--- src/rtl/sqw_pkg.sv ---
// ---------------------------------------------------------------------------
// sqw_pkg
// Shared types and helpers for the square wave sequencer.
//   state_t  : sequencer FSM states (IDLE, HIGH, LOW)
//   seg_t    : one waveform table entry {hi, lo, reps}
//   norm_seg : maps zero-valued fields to 1 so counters never load 0
// SQW_W / SQW_RW / SQW_DEPTH size the table entry; the top-level parameters
// must match them.
// ---------------------------------------------------------------------------
package sqw_pkg;

    localparam int SQW_W     = 4;
    localparam int SQW_RW    = 4;
    localparam int SQW_DEPTH = 4;

    typedef enum logic [1:0] {
        IDLE = 2'd0,
        HIGH = 2'd1,
        LOW  = 2'd2
    } state_t;

    typedef struct packed {
        logic [SQW_W-1:0]  hi;
        logic [SQW_W-1:0]  lo;
        logic [SQW_RW-1:0] reps;
    } seg_t;

    // A stored 0 means "one cycle" / "one period".
    function automatic seg_t norm_seg(input seg_t s);
        seg_t r;
        r = s;
        if (r.hi == '0)   r.hi   = SQW_W'(1);
        if (r.lo == '0)   r.lo   = SQW_W'(1);
        if (r.reps == '0) r.reps = SQW_RW'(1);
        return r;
    endfunction

endpackage

--- src/rtl/sqw_phase_timer.sv ---
// ---------------------------------------------------------------------------
// sqw_phase_timer
// Loadable down-counter that times one HIGH or LOW phase.
//   clk      : system clock
//   reset    : synchronous active-high reset
//   i_load   : load i_value this edge (takes priority over counting)
//   i_value  : phase length, already normalised to >= 1
//   o_last   : high during the final cycle of the phase (count == 1)
// The count parks at 1 instead of wrapping.
// ---------------------------------------------------------------------------
module sqw_phase_timer #(
    parameter int W = 4
) (
    input  logic         clk,
    input  logic         reset,
    input  logic         i_load,
    input  logic [W-1:0] i_value,
    output logic         o_last
);

    logic [W-1:0] r_cnt;

    // NOTE: sequential state is updated with non-blocking assignments so every
    // flop samples pre-edge values regardless of block ordering.
    always_ff @(posedge clk) begin
        if (reset) begin
            r_cnt <= '0;
        end else if (i_load) begin
            r_cnt <= i_value;
        end else if (r_cnt > W'(1)) begin
            r_cnt <= r_cnt - W'(1);
        end
    end

    assign o_last = (r_cnt == W'(1));

endmodule

--- src/rtl/sq_wave_sequencer.sv ---
// ---------------------------------------------------------------------------
// sq_wave_sequencer
// Plays a table of (hi, lo, reps) segments as a square wave, optionally looping.
//   clk, reset           : clock, synchronous active-high reset
//   cfg_we/addr/hi/lo/reps: table write port (accepted only while idle)
//   cfg_len, loop_en     : active entry count and loop enable, sampled on start
//   start, stop          : begin / abort (stop wins over start)
//   sq_wave              : registered square wave
//   busy, done           : running flag, one-cycle completion pulse
//   cfg_err              : one-cycle pulse after a write attempted while busy
//   cur_idx              : entry currently playing (holds in idle)
//   period_tick          : pulse per completed period (SQW_PERIOD_TICK_EN only)
// Optional feature macro: SQW_PERIOD_TICK_EN
// ---------------------------------------------------------------------------
module sq_wave_sequencer
    import sqw_pkg::*;
#(
    parameter  int W     = SQW_W,
    parameter  int RW    = SQW_RW,
    parameter  int DEPTH = SQW_DEPTH,
    localparam int AW    = $clog2(DEPTH)
) (
    input  logic          clk,
    input  logic          reset,
    input  logic          cfg_we,
    input  logic [AW-1:0] cfg_addr,
    input  logic [W-1:0]  cfg_hi,
    input  logic [W-1:0]  cfg_lo,
    input  logic [RW-1:0] cfg_reps,
    input  logic [AW:0]   cfg_len,
    input  logic          loop_en,
    input  logic          start,
    input  logic          stop,
    output logic          sq_wave,
    output logic          busy,
    output logic          done,
    output logic          cfg_err,
    output logic [AW-1:0] cur_idx
`ifdef SQW_PERIOD_TICK_EN
    ,
    output logic          period_tick
`endif
);

    // Table entries are package-typed, so the widths must agree.
    if (W != SQW_W || RW != SQW_RW || DEPTH != SQW_DEPTH) begin : g_param_check
        $error("sq_wave_sequencer parameters must match sqw_pkg widths");
    end

    localparam logic [AW:0] LEN_ONE   = (AW+1)'(1);
    localparam logic [AW:0] LEN_DEPTH = (AW+1)'(DEPTH);

    seg_t          r_tab [DEPTH];
    state_t        r_state, w_next_state;
    logic [AW-1:0] r_idx, w_next_idx;
    logic [RW-1:0] r_rep, w_next_rep;
    logic [AW:0]   r_len, w_len_norm;
    logic          r_loop;
    logic          r_sq, r_busy, r_done, r_cfg_err;
    logic          w_load, w_last, w_done, w_more_entries, w_start_ok;
    logic [W-1:0]  w_load_val;
    seg_t          w_cur, w_next_seg, w_first;

    assign w_cur      = norm_seg(r_tab[r_idx]);
    assign w_first    = norm_seg(r_tab[0]);
    // Only used when idx+1 < len <= DEPTH, so the index never wraps in use.
    assign w_next_seg = norm_seg(r_tab[r_idx + AW'(1)]);

    assign w_more_entries = ({1'b0, r_idx} + LEN_ONE) < r_len;
    assign w_start_ok     = (r_state == IDLE) && start && !stop;

    always_comb begin
        w_len_norm = cfg_len;
        if (cfg_len == '0)           w_len_norm = LEN_ONE;
        else if (cfg_len > LEN_DEPTH) w_len_norm = LEN_DEPTH;
    end

    sqw_phase_timer #(.W(W)) u_timer (
        .clk     (clk),
        .reset   (reset),
        .i_load  (w_load),
        .i_value (w_load_val),
        .o_last  (w_last)
    );

    // NOTE: every always_comb output gets a default first; a path that leaves
    // one unassigned would infer a latch.
    always_comb begin
        w_next_state = r_state;
        w_next_idx   = r_idx;
        w_next_rep   = r_rep;
        w_load       = 1'b0;
        w_load_val   = '0;
        w_done       = 1'b0;
        unique case (r_state)
            IDLE: begin
                if (w_start_ok) begin
                    w_next_state = HIGH;
                    w_next_idx   = '0;
                    w_next_rep   = w_first.reps;
                    w_load       = 1'b1;
                    w_load_val   = w_first.hi;
                end
            end
            HIGH: begin
                if (stop) begin
                    w_next_state = IDLE;
                end else if (w_last) begin
                    w_next_state = LOW;
                    w_load       = 1'b1;
                    w_load_val   = w_cur.lo;
                end
            end
            LOW: begin
                if (stop) begin
                    w_next_state = IDLE;
                end else if (w_last) begin
                    w_next_state = HIGH;
                    w_load       = 1'b1;
                    if (r_rep > RW'(1)) begin
                        w_next_rep = r_rep - RW'(1);
                        w_load_val = w_cur.hi;
                    end else if (w_more_entries) begin
                        w_next_idx = r_idx + AW'(1);
                        w_next_rep = w_next_seg.reps;
                        w_load_val = w_next_seg.hi;
                    end else if (r_loop) begin
                        w_next_idx = '0;
                        w_next_rep = w_first.reps;
                        w_load_val = w_first.hi;
                    end else begin
                        w_next_state = IDLE;
                        w_load       = 1'b0;
                        w_done       = 1'b1;
                    end
                end
            end
            default: w_next_state = IDLE;
        endcase
    end

    always_ff @(posedge clk) begin
        if (reset) begin
            r_state   <= IDLE;
            r_idx     <= '0;
            r_rep     <= '0;
            r_len     <= '0;
            r_loop    <= 1'b0;
            r_sq      <= 1'b0;
            r_busy    <= 1'b0;
            r_done    <= 1'b0;
            r_cfg_err <= 1'b0;
            // NOTE: the table is a small register file that must read back as
            // zero after reset, so it is cleared here rather than left to a RAM.
            for (int i = 0; i < DEPTH; i++) r_tab[i] <= '0;
        end else begin
            r_state   <= w_next_state;
            r_idx     <= w_next_idx;
            r_rep     <= w_next_rep;
            r_sq      <= (w_next_state == HIGH);
            r_busy    <= (w_next_state != IDLE);
            r_done    <= w_done;
            r_cfg_err <= cfg_we && (r_state != IDLE);
            if (w_start_ok) begin
                r_len  <= w_len_norm;
                r_loop <= loop_en;
            end
            if (cfg_we && r_state == IDLE) begin
                r_tab[cfg_addr] <= '{hi: cfg_hi, lo: cfg_lo, reps: cfg_reps};
            end
        end
    end

    assign sq_wave = r_sq;
    assign busy    = r_busy;
    assign done    = r_done;
    assign cfg_err = r_cfg_err;
    assign cur_idx = r_idx;

`ifdef SQW_PERIOD_TICK_EN
    logic w_tick;
    logic r_tick;

    // A period completes on the edge leaving its last LOW cycle.
    assign w_tick = (r_state == LOW) && w_last && !stop;

    always_ff @(posedge clk) begin
        if (reset) r_tick <= 1'b0;
        else       r_tick <= w_tick;
    end

    assign period_tick = r_tick;
`endif

endmodule

--- config.mk ---
export PLATFORM = sky130hd
export DESIGN_NAME = sq_wave_sequencer
export DESIGN_NICKNAME = d
export VERILOG_FILES = /design/src/rtl/sqw_pkg.sv /design/src/rtl/sqw_phase_timer.sv /design/src/rtl/sq_wave_sequencer.sv
export SDC_FILE = /design/constraint.sdc
export NUM_CORES = 1
export LEC_CHECK = 0
export CORE_MARGIN = 4
export CORE_UTILIZATION = 50
export CTS_CLUSTER_DIAMETER = 100
export DETAILED_ROUTE_END_ITERATION = 6
export PLACE_DENSITY = 0.7
export SLEW_MARGIN = 30
export SYNTH_ARGS = -nofsm -noshare
export SYNTH_HDL_FRONTEND = slang
export SYNTH_SLANG_ARGS = --single-unit
--- constraint.sdc ---
create_clock -name clk -period 2.6 [get_ports clk]
set_input_delay 0.52 -clock clk [delete_from_list [all_inputs] [get_ports clk]]
set_output_delay 0.52 -clock clk [all_outputs]
set_load 0.01 [all_outputs]
==> results.py <==
metrics = {
    "status": {
        "outcome": "completed",
    },
    "synth": {
        "seq_area_frac_synth_pct": 51.6,
        "synth.avg_cell_area_um2": 11.7,
        "synth_cells": 311,
        "synth_xor_area_share_pct": 0.481,
        "synth-simple-area-share_pct": 21.3,
        "synth_top_family_by_area": "simple AND/OR/NAND/NOR gates",
        "syn_area_um2": 3640,
        "synth.distinct_cells": 54,
        "synth_edf_count": 48,
        "async_reset_ff_share_pct": 0,
        "synth_compound_area_share_pct": 10.3,
        "ys_warn_count": 0,
        "syn-num-nets": 341,
        "synth.ff_latch_count": 70,
        "muxShareOfSynthArea_pct": 10.4,
        "synth_adder_area_share_pct": 2.40,
        "synth_flop_cell": "edfxtp_1",
    },
    "timing": {
        "setup_violations": 0,
        "fin_skew_ns": 0.00640,
        "maxSlewViolCount": 0,
        "fin_crit_sh_pct": 89.5,
        "min_period_ns": 2.33,
        "relSlewSlack_pct": 68.8,
        "hold_viol": 0,
        "max_freq_mhz": 430,
        "worstMarginPinSlew_ns": 0.467,
        "rsz0062_at_grt": "false",
        "finalSetupTns_ns": 0,
    },
    "power_and_ir_drop": {
        "power.density_nw_per_um2": 644,
        "leakagePower_nw": 1.55,
        "irDropWorstVdd_mv": 0.483,
    },
    "cts": {
        "clk_pin_slew_ns": 0.08,
        "hold_buffers": 0,
        "post-cts-setup-buffers": 0,
        "htree_num_levels": 3,
        "clockBufferDepth": 2,
        "clock-root-buffer": "clkbuf_8",
        "cts_tree": "yes",
        "cts_buffers": 9,
        "cts_resized": 0,
        "numClockSinks": 70,
        "clock_latency_ns": 0.36,
    },
    "grt": {
        "antenna_found_initial": 0,
        "grt_pass1_vias": 2617,
        "grtUsageTotal_pct": 20.1,
        "overflow": 0,
        "grt_pass1_wl_um": 13200,
        "grt_max_degree": 26,
    },
    "floorplanning": {
        "num_io_pins": 29,
        "initial_utilization_pct": 52.5,
        "die_h_um": 93.4,
        "core_um2": 6940,
        "die_w_um": 93.4,
        "row_count": 30,
        "dieArea_um2": 8720,
    },
    "layout": {
        "diodes": 0,
        "fill_cells": 583,
        "syn2layout_area_growth_pct": 17.7,
        "nets": 377,
        "regArea_um2": 1880,
        "post-route-util_pct": 61.8,
        "multi_input_area_um2": 1640,
        "drive_above_1_share_pct": 16.8,
    },
    "placed_design": {
        "hpwl_um": 5560,
        "gp_congestion": 0.910,
        "numPortBuffers": 28,
    },
    "setup_path": {
        "cp_data_required_time_ns": 2.85,
        "cp_max_fo": 8,
        "arrival_ns": 2.58,
        "path_class": "flip-flop to flip-flop",
        "start_kind": "flip-flop",
        "cp-end-kind": "flip-flop",
    },
    "drt": {
        "wl_um": 7910,
        "postRouteAntennaNets": 0,
        "drt_pre_antenna_iters": 5,
        "vias": 2614,
        "drt-initial-drc-count": 153,
        "drt-wirelength-per-cell_um": 17.7,
        "route.detailed.drc": 0,
        "viasPerCell": 5.85,
    },
    "hold_path": {
        "hold_path.class": "flip-flop to flip-flop",
    },
    "job": {
        "cap_violations": 0,
    },
}
-- critical path, stage by stage (launching register included) --
cell and delay, ns:
dfxtp_1 0.32, ha_1 0.20, ha_1 0.29, a21oi_1 0.19
o21a_1 0.32, nand2_1 0.15, or4_1 0.52, a41o_1 0.22
-- worst paths after layout --
| check | start | to | slack [ns] | cells after the start |
|---|---|---|---|---|
| max reg2reg | cur_idx[0]$_SDFFE_PP0N_ | r_rep[0]$_SDFFE_PP0P_ | 0.27 | 7 |
| min reg2reg | r_len[2]$_SDFFE_PP0P_ | r_len[2]$_SDFFE_PP0P_ | 0.46 | 2 |
| max | cur_idx[0]$_SDFFE_PP0N_ | r_rep[0]$_SDFFE_PP0P_ | 0.27 | 7 |
| min | r_len[2]$_SDFFE_PP0P_ | r_len[2]$_SDFFE_PP0P_ | 0.46 | 2 |
-- cell families after synthesis --
group	after synthesis
xor+xnor	2
buf+inv	27
compound gates	54
simple gates	133
flops	70
mux	18
fa+ha+maj	7
-- report_power, final --
part | internal, mW | total [mW] | switching (mW) | leakage (nW)
clock network | 0.534 | 0.969 | 0.435 | 0.109
registers | 1.27 | 1.32 | 0.0536 | 0.681
logic | 0.226 | 0.475 | 0.249 | 0.759
-- synth_stat cells, types with 3 or more instances --
cell | n | area [um2]
a21oi_1 | 10 | 50.1
a31oi_1 | 7 | 43.8
and2_1 | 49 | 307
buf_2 | 4 | 20.0
clkbuf_1 | 12 | 45.0
dfxtp_1 | 22 | 440
edfxtp_1 | 48 | 1440
ha_1 | 7 | 87.6
inv_1 | 7 | 26.3
mux4_2 | 16 | 360
nand2_1 | 15 | 56.3
nand2b_1 | 3 | 18.8
nand3_1 | 6 | 30.0
nand3b_1 | 3 | 22.5
nor2_1 | 14 | 52.6
nor2b_1 | 3 | 18.8
nor3_1 | 14 | 70.1
nor4_1 | 5 | 31.3
o21ai_0 | 10 | 50.1
o31a_1 | 4 | 35.0
or2_2 | 4 | 25.0
or3_1 | 3 | 18.8
-- per-stage QoR --
step                instances  power, mW  hold slack, ns  instance area, um2  setup slack [ns]
finish                    447       2.76           0.464                4290             0.274
global route              447       2.91           0.484                4290             0.146
CTS                       447       2.78           0.465                4290             0.288
detailed placement        432       1.82           0.453                4080             0.172
global placement          432       1.80           0.442                4080             0.237
floorplan                 311       1.67           0.432                3640             0.440
-- layer usage --
layer,track usage [%],up-vias,wire length [um],share of wire (%)
li1,-,1237,-,-
met1,26.4,1262,3440,44
met2,32.0,98,3870,49
met3,5.55,17,449,5.7
met4,7.08,0,142,1.8
met5,0,-,0,0
-- cell usage in the layout, fill, tap and decap left out, types with 10 or more instances in the layout --
master,instances
a21oi_1,10
and2_1,49
buf_4,17
clkdlybuf4s50_1,28
dfxtp_1,22
edfxtp_1,48
mux4_2,16
nand2_1,15
nor2_1,14
nor3_1,14
o21ai_0,10
-- flip-flops by register name (all words and copies together) (netlist names), named ones only --
register,cells
cfg_err,1
cur_idx,2
u_timer.r_cnt,4
busy,1
r_tab,48
r_loop,1
r_len,3
r_rep,4
done,1
r_state,2
sq_wave,1
-- final cells by class --
cell class | instances | share of cell area [%]
flip-flops and latches | 70 | 43.8
multi-input cells | 214 | 38.3
inverters | 7 | 0.612
clock inverters | 6 | 2.04
repair buffers | 45 | 9.50
well taps | 96 | 2.80
clock buffers | 9 | 2.89
Note: power is estimated with default switching activity, not from simulation.
